File: config.mk
export PLATFORM = sky130hd
export DESIGN_NAME = bcd_decade_sequencer_flat
export DESIGN_NICKNAME = d
export VERILOG_FILES = /design/src/rtl/bcd_decade_sequencer_if.sv /design/src/rtl/bcd_decade_sequencer.sv /design/src/flat_wrapper.sv
export SDC_FILE = /design/constraint.sdc
export NUM_CORES = 1
export LEC_CHECK = 0
export ABC_AREA = 0
export CAP_MARGIN = 20
export CORE_ASPECT_RATIO = 0.6
export CORE_UTILIZATION = 27
export DETAILED_ROUTE_END_ITERATION = 8
export GPL_TIMING_DRIVEN = 0
export HOLD_SLACK_MARGIN = 0.15
export SETUP_SLACK_MARGIN = 0.02
export SKIP_CTS_REPAIR_TIMING = 1
export SYNTH_ARGS = -nofsm -noshare
export SYNTH_HDL_FRONTEND = slang
export SYNTH_SLANG_ARGS = --single-unit
export TNS_END_PERCENT = 30
File: constraint.sdc
create_clock -name clk -period 5.45 [get_ports clk]
set_input_delay 0.8175 -clock clk [delete_from_list [all_inputs] [get_ports clk]]
set_output_delay 0.8175 -clock clk [all_outputs]
set_load 0.02 [all_outputs]
File: src/rtl/bcd_decade_sequencer_if.sv
`default_nettype none
// ============================================================================
//  Module      : bcd_decade_sequencer_if
//  Description : Control/status bundle between the board switches/buttons and
//                the BCD decade sequencer.
//                - The master side drives the control inputs and reads the
//                  decoder-facing outputs.
//                - The slave side is the sequencer itself.
//  Revision    : 1.0 - initial release
// ============================================================================
interface bcd_decade_sequencer_if;
    // Control inputs into the sequencer
    logic       start;
    logic       stop;
    logic       load;
    logic [3:0] load_val;
    logic       up_dn;

    // Decoder-facing outputs from the sequencer
    logic       bcd_a;
    logic       bcd_b;
    logic       bcd_c;
    logic       bcd_d;
    logic [9:0] dec;

    // Status outputs from the sequencer
    logic       carry;
    logic       err;
    logic       running;

    modport master (
        output start, stop, load, load_val, up_dn,
        input  bcd_a, bcd_b, bcd_c, bcd_d, dec, carry, err, running
    );

    modport slave (
        input  start, stop, load, load_val, up_dn,
        output bcd_a, bcd_b, bcd_c, bcd_d, dec, carry, err, running
    );
endinterface
`default_nettype wire

File: src/rtl/bcd_decade_sequencer.sv
`default_nettype none
// ============================================================================
//  Module      : bcd_decade_sequencer
//  Description : Prescaled up/down decade counter for a 4-bit BCD decimal
//                decoder.
//                - Drives the decoder A..D lines from the count.
//                - Drives a registered one-hot decimal bus.
//                - Emits a carry pulse on wrap so that digits can be
//                  cascaded.
//                - IDLE/RUN/PAUSE control with start/stop buttons.
//  Revision    : 1.0 - initial release
// ============================================================================
module bcd_decade_sequencer #(
    parameter int DIV = 4,  // clock cycles per count step, 1..2**PW
    parameter int PW  = 8   // prescaler width
) (
    input  wire logic             clk,
    input  wire logic             rst,
    bcd_decade_sequencer_if.slave bus
);

    typedef enum logic [1:0] {
        ST_IDLE  = 2'd0,
        ST_RUN   = 2'd1,
        ST_PAUSE = 2'd2
    } state_t;

    // Prescaler value on which a count step is taken
    localparam logic [PW-1:0] c_PRESC_LAST = PW'(DIV - 1);
    localparam logic [3:0]    c_MAX_DIGIT  = 4'd9;

    state_t          state_q,   state_d;
    logic [PW-1:0]   presc_q,   presc_d;
    logic [3:0]      count_q,   count_d;
    logic [9:0]      dec_q,     dec_d;
    logic            carry_q,   carry_d;
    logic            err_q,     err_d;
    logic            running_q, running_d;
    logic            w_step;

    // Next-state logic: FSM transitions, prescaler, step/load and output decode
    always_comb begin
        state_d   = state_q;
        presc_d   = presc_q;
        count_d   = count_q;
        carry_d   = 1'b0;
        err_d     = 1'b0;
        w_step    = 1'b0;

        case (state_q)
            ST_IDLE, ST_PAUSE: begin
                // stop vetoes start so that holding both keeps the counter parked
                if (bus.start && !bus.stop) begin
                    state_d = ST_RUN;
                    presc_d = '0;
                end
            end
            ST_RUN: begin
                // The cycle that leaves RUN neither advances the prescaler nor steps
                if (bus.stop) begin
                    state_d = ST_PAUSE;
                end else if (presc_q == c_PRESC_LAST) begin
                    presc_d = '0;
                    w_step  = 1'b1;
                end else begin
                    presc_d = presc_q + PW'(1);
                end
            end
            default: begin
                state_d = ST_IDLE;
                presc_d = '0;
            end
        endcase

        // A load overrides any coincident step; an illegal value freezes count and prescaler
        if (bus.load) begin
            if (bus.load_val <= c_MAX_DIGIT) begin
                count_d = bus.load_val;
                presc_d = '0;
            end else begin
                err_d   = 1'b1;
                presc_d = presc_q;
            end
        end else if (w_step) begin
            if (bus.up_dn) begin
                if (count_q >= c_MAX_DIGIT) begin
                    count_d = 4'd0;
                    carry_d = 1'b1;
                end else begin
                    count_d = count_q + 4'd1;
                end
            end else begin
                if (count_q == 4'd0) begin
                    count_d = c_MAX_DIGIT;
                    carry_d = 1'b1;
                end else begin
                    count_d = count_q - 4'd1;
                end
            end
        end

        running_d = (state_d == ST_RUN);

        // Decode from the next count so dec and the A..D lines change on the same edge
        for (int n = 0; n < 10; n++) begin
            dec_d[n] = (count_d == 4'(n));
        end
    end

    // State and registered outputs; synchronous reset overrides everything
    always_ff @(posedge clk) begin
        if (rst) begin
            state_q   <= ST_IDLE;
            presc_q   <= '0;
            count_q   <= 4'd0;
            dec_q     <= 10'b00_0000_0001;
            carry_q   <= 1'b0;
            err_q     <= 1'b0;
            running_q <= 1'b0;
        end else begin
            state_q   <= state_d;
            presc_q   <= presc_d;
            count_q   <= count_d;
            dec_q     <= dec_d;
            carry_q   <= carry_d;
            err_q     <= err_d;
            running_q <= running_d;
        end
    end

    assign bus.bcd_a   = count_q[3];
    assign bus.bcd_b   = count_q[2];
    assign bus.bcd_c   = count_q[1];
    assign bus.bcd_d   = count_q[0];
    assign bus.dec     = dec_q;
    assign bus.carry   = carry_q;
    assign bus.err     = err_q;
    assign bus.running = running_q;

endmodule
`default_nettype wire

File: src/flat_wrapper.sv
// flat-port wrapper written by rule: the top's interface ports become plain ports
module bcd_decade_sequencer_flat 
#(
    parameter int DIV = 4,                                          
    parameter int PW  = 8                     
)
  (clk, rst, bus_start, bus_stop, bus_load, bus_load_val, bus_up_dn, bus_bcd_a, bus_bcd_b, bus_bcd_c, bus_bcd_d, bus_dec, bus_carry, bus_err, bus_running);
  bcd_decade_sequencer_if bus_i ();
  input  wire logic clk;
  input  wire logic rst;
  input wire logic [$bits(bus_i.start)-1:0] bus_start;
  input wire logic [$bits(bus_i.stop)-1:0] bus_stop;
  input wire logic [$bits(bus_i.load)-1:0] bus_load;
  input wire logic [$bits(bus_i.load_val)-1:0] bus_load_val;
  input wire logic [$bits(bus_i.up_dn)-1:0] bus_up_dn;
  output wire logic [$bits(bus_i.bcd_a)-1:0] bus_bcd_a;
  output wire logic [$bits(bus_i.bcd_b)-1:0] bus_bcd_b;
  output wire logic [$bits(bus_i.bcd_c)-1:0] bus_bcd_c;
  output wire logic [$bits(bus_i.bcd_d)-1:0] bus_bcd_d;
  output wire logic [$bits(bus_i.dec)-1:0] bus_dec;
  output wire logic [$bits(bus_i.carry)-1:0] bus_carry;
  output wire logic [$bits(bus_i.err)-1:0] bus_err;
  output wire logic [$bits(bus_i.running)-1:0] bus_running;
  assign bus_i.start = bus_start;
  assign bus_i.stop = bus_stop;
  assign bus_i.load = bus_load;
  assign bus_i.load_val = bus_load_val;
  assign bus_i.up_dn = bus_up_dn;
  assign bus_bcd_a = bus_i.bcd_a;
  assign bus_bcd_b = bus_i.bcd_b;
  assign bus_bcd_c = bus_i.bcd_c;
  assign bus_bcd_d = bus_i.bcd_d;
  assign bus_dec = bus_i.dec;
  assign bus_carry = bus_i.carry;
  assign bus_err = bus_i.err;
  assign bus_running = bus_i.running;
  bcd_decade_sequencer #(.DIV(DIV), .PW(PW)) u_core (.clk(clk), .rst(rst), .bus(bus_i));
endmodule
# Word-level counts from Yosys, hierarchy flattened
# Index checks and enable logic that the tools add are counted.
[word_totals]
in_bits = 10
reg_bits = 27
[classes]
mux = 22
magnitude_cmp = 2
n_eq_ne = 16
add_sub_neg = 3
reduce_logical = 9
bitwise = 2
[op_table]
columns = ["operator", "count"]
rows = [
  ["2-to-1 mux 8 bit", 5],
  ["2-to-1 mux 4 bit", 6],
  ["equality test 4 x 3 -> 1 bit (second input constant)", 4],
  ["case mux 8 bit (2 select lines)", 1],
  ["adder 8 x 1 -> 8 bit (second input constant)", 1],
  ["equality test 4 x 2 -> 1 bit (second input constant)", 2],
  ["equality test 4 bit (second input constant)", 2],
  ["equality test 8 x 2 -> 1 bit (second input constant)", 1],
  ["zero test 4 bit", 2],
  ["2-to-1 mux 1 bit", 7],
  ["adder 4 x 1 -> 4 bit (second input constant)", 1],
  ["equality test 2 x 1 -> 1 bit (second input constant)", 2],
  ["equality test 4 x 1 -> 1 bit (second input constant)", 1],
  ["greater-or-equal comparator 4 bit (second input constant)", 1],
  ["<= comparator 4 bit (second input constant)", 1],
  ["2-to-1 mux 2 bit", 2],
  ["case mux 2 bit (2 select lines)", 1],
  ["OR reduction 2 bit", 2],
  ["subtractor 4 x 1 -> 4 bit (second input constant)", 1],
  ["inequality test 3 x 2 -> 1 bit (second input constant)", 1],
  ["inequality test 3 bit (second input constant)", 1],
  ["AND reduction 3 bit", 1],
  ["OR reduction 3 bit", 1],
  ["equality test 2 bit (second input constant)", 1],
  ["other kinds (5)", 6],
]

# Logic depth before layout (Yosys ltp)
# Gate-level depths: netlist of the first run.
[depth]
ltp_word = 7
depth_mapped = 7
ltp_nobuf = 7

# Least setup slack after synthesis of the first run
# Ideal clock, no wire load.
[synth_timing]
kind = "input port to flip-flop"
from = "input port bus_load"
to = "register u_core.presc_q[5]"
t_arrival_ns = 2.063
n_path_buf = 1
setup_ns = 0.133
slack_ns = 3.255
stages = 6
cell_sequence = "buf_2 > o21bai_1 > o2bb2ai_2 > or3b_2 > xor2_1 > nor2_1"
[synth_via]
elab_chain_len = 2
[synth_rtl]
columns = ["element", "line_no", "text"]
rows = [
  ["from (decl)", "flat_wrapper.sv:13", "input wire logic [$bits(bus_i.load)-1:0] bus_load;"],
  ["inequality test 3 x 2 -> 1 bit (no source line), or another cell as far along", "n/a", ""],
  ["AND reduction 3 bit (no source line)", "n/a", ""],
  ["to (signal assigned)", "bcd_decade_sequencer.sv:122", "presc_q <= presc_d;"],
  ["to (decl)", "bcd_decade_sequencer.sv:33", "logic [PW-1:0] presc_q, presc_d;"],
]
# Parallel ways exist; a longest one is shown, timed or not.
# A chain may end at the register's enable or synchronous reset.

# Final worst setup path of the first run
[layout_timing]
from = "input port bus_stop"
to = "register u_core.dec_q[7], in the netlist u_core.bus.dec[7]"
[layout_via]
elab_chain_len = 5
[layout_rtl]
columns = ["element", "line_no", "text"]
rows = [
  ["from (decl)", "flat_wrapper.sv:12", "input wire logic [$bits(bus_i.stop)-1:0] bus_stop;"],
  ["2-to-1 mux 1 bit", "bcd_decade_sequencer.sv:60", "if (bus.stop) begin"],
  ["2-to-1 mux 1 bit", "bcd_decade_sequencer.sv:50", "case (state_q)"],
  ["2-to-1 mux 4 bit", "bcd_decade_sequencer.sv:84", "end else if (w_step) begin"],
  ["2-to-1 mux 4 bit", "bcd_decade_sequencer.sv:76", "if (bus.load) begin"],
  ["equality test 4 x 3 -> 1 bit", "bcd_decade_sequencer.sv:106", "dec_d[n] = (count_d == 4'(n));"],
  ["to (signal assigned)", "bcd_decade_sequencer.sv:116", "dec_q <= 10'b00_0000_0001;"],
  ["to (signal assigned)", "bcd_decade_sequencer.sv:124", "dec_q <= dec_d;"],
  ["to (decl)", "bcd_decade_sequencer.sv:35", "logic [9:0] dec_q, dec_d;"],
]
# Every way passes these cells.

==> results of run 1 <==
[path summary, 6_finish.rpt]
kind	start	endpoint	slack [ps]	cells past startpoint
setup / recovery	bus_stop	u_core.bus.dec[7]	2730	6
hold / removal	u_core.presc_q[1]	u_core.presc_q[1]	540	2
setup reg to reg	u_core.count_q[0]	u_core.bus.dec[3]	3120	7
hold reg to reg	u_core.presc_q[1]	u_core.presc_q[1]	540	2
[cell families after synthesis]
kind of cell | Yosys count | share of synthesized area
simple gates | 63 | 0.2730
compound gates | 42 | 0.2170
flops | 27 | 0.3780
buf+inv | 12 | 0.03412
xor+xnor | 8 | 0.04900
fa+ha+maj | 4 | 0.03500
mux | 2 | 0.01400
[flip-flops by register name, summed over array words and instances, names as in the netlist]
| name | count |
|---|---|
| u_core.bus.err | 1 |
| u_core.bus.carry | 1 |
| u_core.presc_q | 8 |
| u_core.count_q | 4 |
| u_core.state_q | 2 |
| u_core.bus.dec | 10 |
| u_core.bus.running | 1 |
[per-layer routing]
layer,up-vias,track usage
li1,643,-
met1,544,0.1856
met2,26,0.1694
met3,2,0.03747
met4,0,0.02559
met5,-,0
[metrics by stage]
step / util / cell area, um2 / cells
final: 0.3547 / 1802 / 252
after global routing: 0.3547 / 1802 / 252
after CTS: 0.3547 / 1802 / 252
after detailed placement: 0.3451 / 1753 / 248
after global placement: 0.3451 / 1753 / 248
after floorplan: - / 1430 / 158
[area by class of cell]
cell class                 instances  area share
multi-input combinational        119      0.4667
sequential                        27      0.3000
timing repair buffer              24      0.1333
tap                               66     0.04583
clock buffer                       3     0.02292
inverter                           7     0.01458
buffer                             5     0.01250
clock inverter                     1    0.004167
[cell usage in the layout, fill, tap and decap left out, types with 5 or more instances in the layout]
master            n
clkdlybuf4s50_1  24
o21ai_0           6
dfxtp_1          27
nor3_1            7
a21oi_1           8
o21a_1            5
nand2_1           7
inv_1             7
nor2_1           17
nor4_1            6
xor2_1            5
[power by group through the flow]
| stage | combinational [mW] | clock (mW) | sequential, mW |
|---|---|---|---|
| after floorplan | 0.0490 | 0 | 0.219 |
| after global placement | 0.0819 | 0 | 0.214 |
| after detailed placement | 0.0821 | 0 | 0.214 |
| after CTS | 0.0824 | 0.125 | 0.209 |
| after global routing | 0.0904 | 0.133 | 0.210 |
| final | 0.0824 | 0.118 | 0.209 |
[tightest hold or removal path, delay by kind of cell, from the launching register on]
kind             cells  cell delay (ps)
flip-flops           1              360
AND/OR/NAND/NOR      1               80
multiplexers         1               70
[synthesized netlist by cell type, types with 2 or more instances]
cell type	count	area share
a211oi_1	3	0.016
a21boi_0	2	0.010
a21oi_1	8	0.028
a22oi_1	2	0.010
and4_2	2	0.014
buf_2	3	0.010
dfxtp_1	27	0.38
ha_1	4	0.035
inv_1	7	0.018
mux2i_1	2	0.014
nand2_1	7	0.018
nand2b_1	4	0.017
nand3_1	2	0.0070
nand4_1	3	0.013
nor2_1	17	0.045
nor3_1	7	0.024
nor3b_1	2	0.010
nor4_1	6	0.026
nor4bb_1	2	0.014
o21a_1	5	0.026
o21ai_0	6	0.021
o21ai_1	2	0.0070
o21bai_1	2	0.010
o2bb2ai_2	2	0.021
or3b_2	3	0.018
xnor2_1	3	0.018
xor2_1	5	0.031
==> impl_metrics.py, run 1 <==
metrics = {
    "die": {
        "floorplan.initialDensity": 0.2815,
        "die_area_um2": 5601,
        "pin_count": 27,
        "core_area_um2": 5080,
        "die_h_um": 58.38,
        "rows": 20,
        "die_w_um": 95.96,
    },
    "sta": {
        "setup_viol": 0,
        "finalHoldViolCount": 0,
        "max_slew.worst_pin.slew_ps": 598.0,
        "slew_viol_final": 0,
        "period_minus_slack_ps": 2717,
        "max_slew_margin": 0.5971,
        "rsz0062_at_grt": "false",
        "timing.final.crit_share": 0.4986,
        "fin_ws_ps": 2733,
        "setup_tns_ps": 0,
        "skew_ps": 8.099,
        "holdWs_ps": 540.1,
        "max_freq_ghz": 0.3680,
    },
    "routing": {
        "drc_errors": 0,
        "wl_um": 3263,
        "drt-met1-wl_um": 1850,
        "vias_per_cell": 4.821,
        "met2_wirelength_um": 1242,
        "drt-initial-drc-count": 41,
        "firstDrtPassIters": 5,
        "dr.max_layer_used": "met4",
        "antenna_left": 0,
        "dr_wl_met3_um": 157,
        "num_vias": 1215,
        "wire_per_inst_um": 12.95,
    },
    "run": {
        "maxCapViolations": 0,
    },
    "power": {
        "leakagePower_nw": 0.6419,
        "switchingPower_mw": 0.1172,
        "clkPwrFrac": 0.288,
        "switching_share": 0.2862,
        "power.internal_mw": 0.2922,
        "ir_drop_mv": 0.08532,
        "comb_power_share": 0.201,
        "power.density_nw_per_um2": 227.2,
        "power_frac_seq": 0.511,
        "total_power_mw": 0.4094,
    },
    "finish": {
        "num-fill-cells": 535,
        "drive_above_1_share": 0.1129,
        "syn_to_final_growth_pct": 25.98,
        "multi_input_area_um2": 840.8,
        "layout.nets": 201,
        "ff_latch_area_um2": 540.5,
        "diodes": 0,
    },
    "clock_network": {
        "clock_latency_ps": 280,
        "cts_buffers": 3,
        "cts.clk_slew.worst_paths_ps": 100,
        "clk_path_buf_depth": 2,
        "clock-root-buffer": "clkbuf_8",
        "clock_sinks": 27,
        "cts_tree": "yes",
        "htree_num_levels": 1,
    },
    "grt": {
        "grt_pass1_vias": 1102,
        "grt_pass1_wl_um": 5257,
        "grt_use_total": 0.1228,
        "grt-ovfl-total": 0,
        "antenna_found_initial": 0,
        "grt_max_degree": 17,
    },
    "setup_path": {
        "start_kind": "input port",
        "critical_path_arrival_ps": 2900,
        "critPathKind": "input port to flip-flop",
        "crit_family": "simple AND/OR/NAND/NOR gates",
        "critPathRequiredTime_ps": 5640,
        "end_kind": "flip-flop",
        "max_stage_delay_ps": 490,
        "path_cells": "clkdlybuf4s50_1, nor3b_2, nand4_1, a2bb2oi_1, o21ai_0, nor4_1",
        "critPathSlowestCell": "clkdlybuf4s50_1",
        "critPathBufInv": 1,
        "cp_max_fo": 5,
    },
    "placement": {
        "place_hpwl_um": 2520,
        "place_congestion": 0.7904,
        "pre_cts_slack_ps": 2495,
        "io_buffers": 24,
    },
    "synth": {
        "synth.distinct_cells": 47,
        "synth-edff-count": 0,
        "synth_cells": 158,
        "ys.warnings.count": 0,
        "ys.flop_type": "dfxtp_1",
        "ys_seq_area_frac": 0.3780,
        "ys_ff_latch": 27,
        "synth_fp_nets": 172,
        "synthArstFlopShare": 0,
        "synth_area_per_cell_um2": 9.051,
        "netlist_area_um2": 1430,
    },
    "status": {
        "outcome": "finished, final reports clean",
    },
    "min_path": {
        "hold_path_class": "flip-flop to flip-flop",
    },
}
Note: power is estimated with default switching activity, not from simulation.
==> run 2: changes to the inputs <==
- clock period: 5.45 -> 2.5 ns (I/O delays scaled with it)
==> run 2 against run 1 <==
Critical path depth increased by 1; die area unchanged; hold slack got worse by 39 ps; count of clock-buffer cells in the layout did not move.
==> impl_metrics.py, run 2 (synthesis results as in run 1) <==
metrics = {
    "status": {
        "outcome": "finished, final reports clean",
    },
    "sta": {
        "slew_viol_final": 0,
        "holdWs_ps": 501.1,
        "finalHoldViolCount": 0,
        "max_slew.worst_pin.slew_ps": 597.1,
        "timing.final.crit_share": 0.9366,
        "rsz0062_at_grt": "false",
        "max_slew_margin": 0.5977,
        "period_minus_slack_ps": 2341,
        "max_freq_ghz": 0.4271,
        "skew_ps": 7.944,
        "fin_ws_ps": 158.6,
        "setup_viol": 0,
        "setup_tns_ps": 0,
    },
    "power": {
        "ir_drop_mv": 0.1858,
        "total_power_mw": 0.8922,
        "leakagePower_nw": 0.6461,
        "power.density_nw_per_um2": 493.2,
    },
    "grt": {
        "grt-ovfl-total": 0,
        "grt_use_total": 0.1228,
        "antenna_found_initial": 0,
        "grt_pass1_vias": 1102,
        "grt_pass1_wl_um": 5257,
        "grt_max_degree": 17,
    },
    "finish": {
        "layout_common_cells": "dfxtp_1 (27), clkdlybuf4s50_1 (24), nor2_1 (17), a21oi_1 (8)",
        "final_cell_area_um2": 1809,
        "utilization": 0.3562,
        "num-fill-cells": 535,
        "layout.nets": 202,
        "syn_to_final_growth_pct": 26.51,
        "largest_reg_flops": 10,
        "drive_above_1_share": 0.1176,
        "final_common_cell": "dfxtp_1",
        "diodes": 0,
        "final-instance-count-excl-fill": 253,
    },
    "die": {
        "die_w_um": 95.96,
        "die_area_um2": 5601,
        "core_area_um2": 5080,
        "rows": 20,
        "die_h_um": 58.38,
        "pin_count": 27,
        "floorplan.initialDensity": 0.2815,
    },
    "routing": {
        "drc_errors": 0,
        "wire_per_inst_um": 12.87,
        "wl_um": 3255,
        "num_vias": 1207,
        "vias_per_cell": 4.771,
        "firstDrtPassIters": 4,
        "antenna_left": 0,
        "drt-initial-drc-count": 68,
    },
    "placement": {
        "pre_cts_slack_ps": -12.03,
        "place_congestion": 0.7904,
        "placed_area_um2": 1753,
        "dp_cells": 248,
        "io_buffers": 24,
        "place_hpwl_um": 2520,
    },
    "setup_path": {
        "r2r_start": "u_core.count_q[0]",
        "critical_path_arrival_ps": 2510,
        "start_kind": "flip-flop",
        "cp_max_fo": 10,
        "startpoint": "u_core.count_q[0]",
        "critPathRequiredTime_ps": 2670,
        "critPathKind": "flip-flop to flip-flop",
        "end_kind": "flip-flop",
    },
    "min_path": {
        "hold_path_class": "input port to flip-flop",
        "hp-start": "rst",
    },
    "clock_network": {
        "htree_num_levels": 1,
        "cts_tree": "yes",
        "cts.clk_slew.worst_paths_ps": 100,
        "cts_buffers": 3,
        "clock_sinks": 27,
        "clock_latency_ps": 280,
        "clock-root-buffer": "clkbuf_8",
        "clk_path_buf_depth": 2,
    },
    "run": {
        "maxCapViolations": 0,
    },
}
run 2: cell types whose count changed in the layout (fill, tap and decap cells not counted), sizes merged:
cell / before / now
buf: 4 / 5
run 2: worst max-delay path, stage by stage, from the launching register on:
cell     delay [ps]
dfxtp_1         430
inv_1           130
ha_1            290
or3b_2          500
a21oi_1         180
o21a_1          180
o21ai_0         220
nor4_1          300
run 2: layout make-up:
class                      instances  area, um2  area share
buffer                             5      22.52     0.01245
sequential                        27      540.5      0.2988
multi-input combinational        119      840.8      0.4647
clock buffer                       3      41.29     0.02282
tap                               66      82.58     0.04564
timing repair buffer              25      247.7      0.1369
inverter                           7      26.28     0.01452
clock inverter                     1      7.507    0.004149
run 2: worst paths after layout:
kind	to	slack, ps	cells past startpoint
hold reg to reg	u_core.presc_q[1]	540	2
setup reg to reg	u_core.bus.dec[3]	160	7
hold / removal	u_core.state_q[1]	500	2
setup / recovery	u_core.bus.dec[3]	160	7
run 2: metal layers:
| metal | vias up | part of all wire | track usage |
|---|---|---|---|
| met3 | 2 | 0.051 | 0.03747 |
| met4 | 0 | 0.0040 | 0.02559 |
| li1 | 646 | - | - |
| met1 | 532 | 0.57 | 0.1856 |
| met5 | - | 0 | 0 |
| met2 | 27 | 0.38 | 0.1694 |
run 2: power by group:
| part | total [mW] | switching (mW) | internal, mW |
|---|---|---|---|
| Combinational | 0.180 | 0.100 | 0.0797 |
| Sequential | 0.456 | 0.0119 | 0.444 |
| Clock | 0.256 | 0.143 | 0.113 |
| Total | 0.892 | 0.255 | 0.637 |
==> run 3: changes to the inputs <==
- HOLD_SLACK_MARGIN: 0.15 -> 0.08
==> results of run 3 <==
The final DEF is identical to that of run 2; final timing and power are the same.
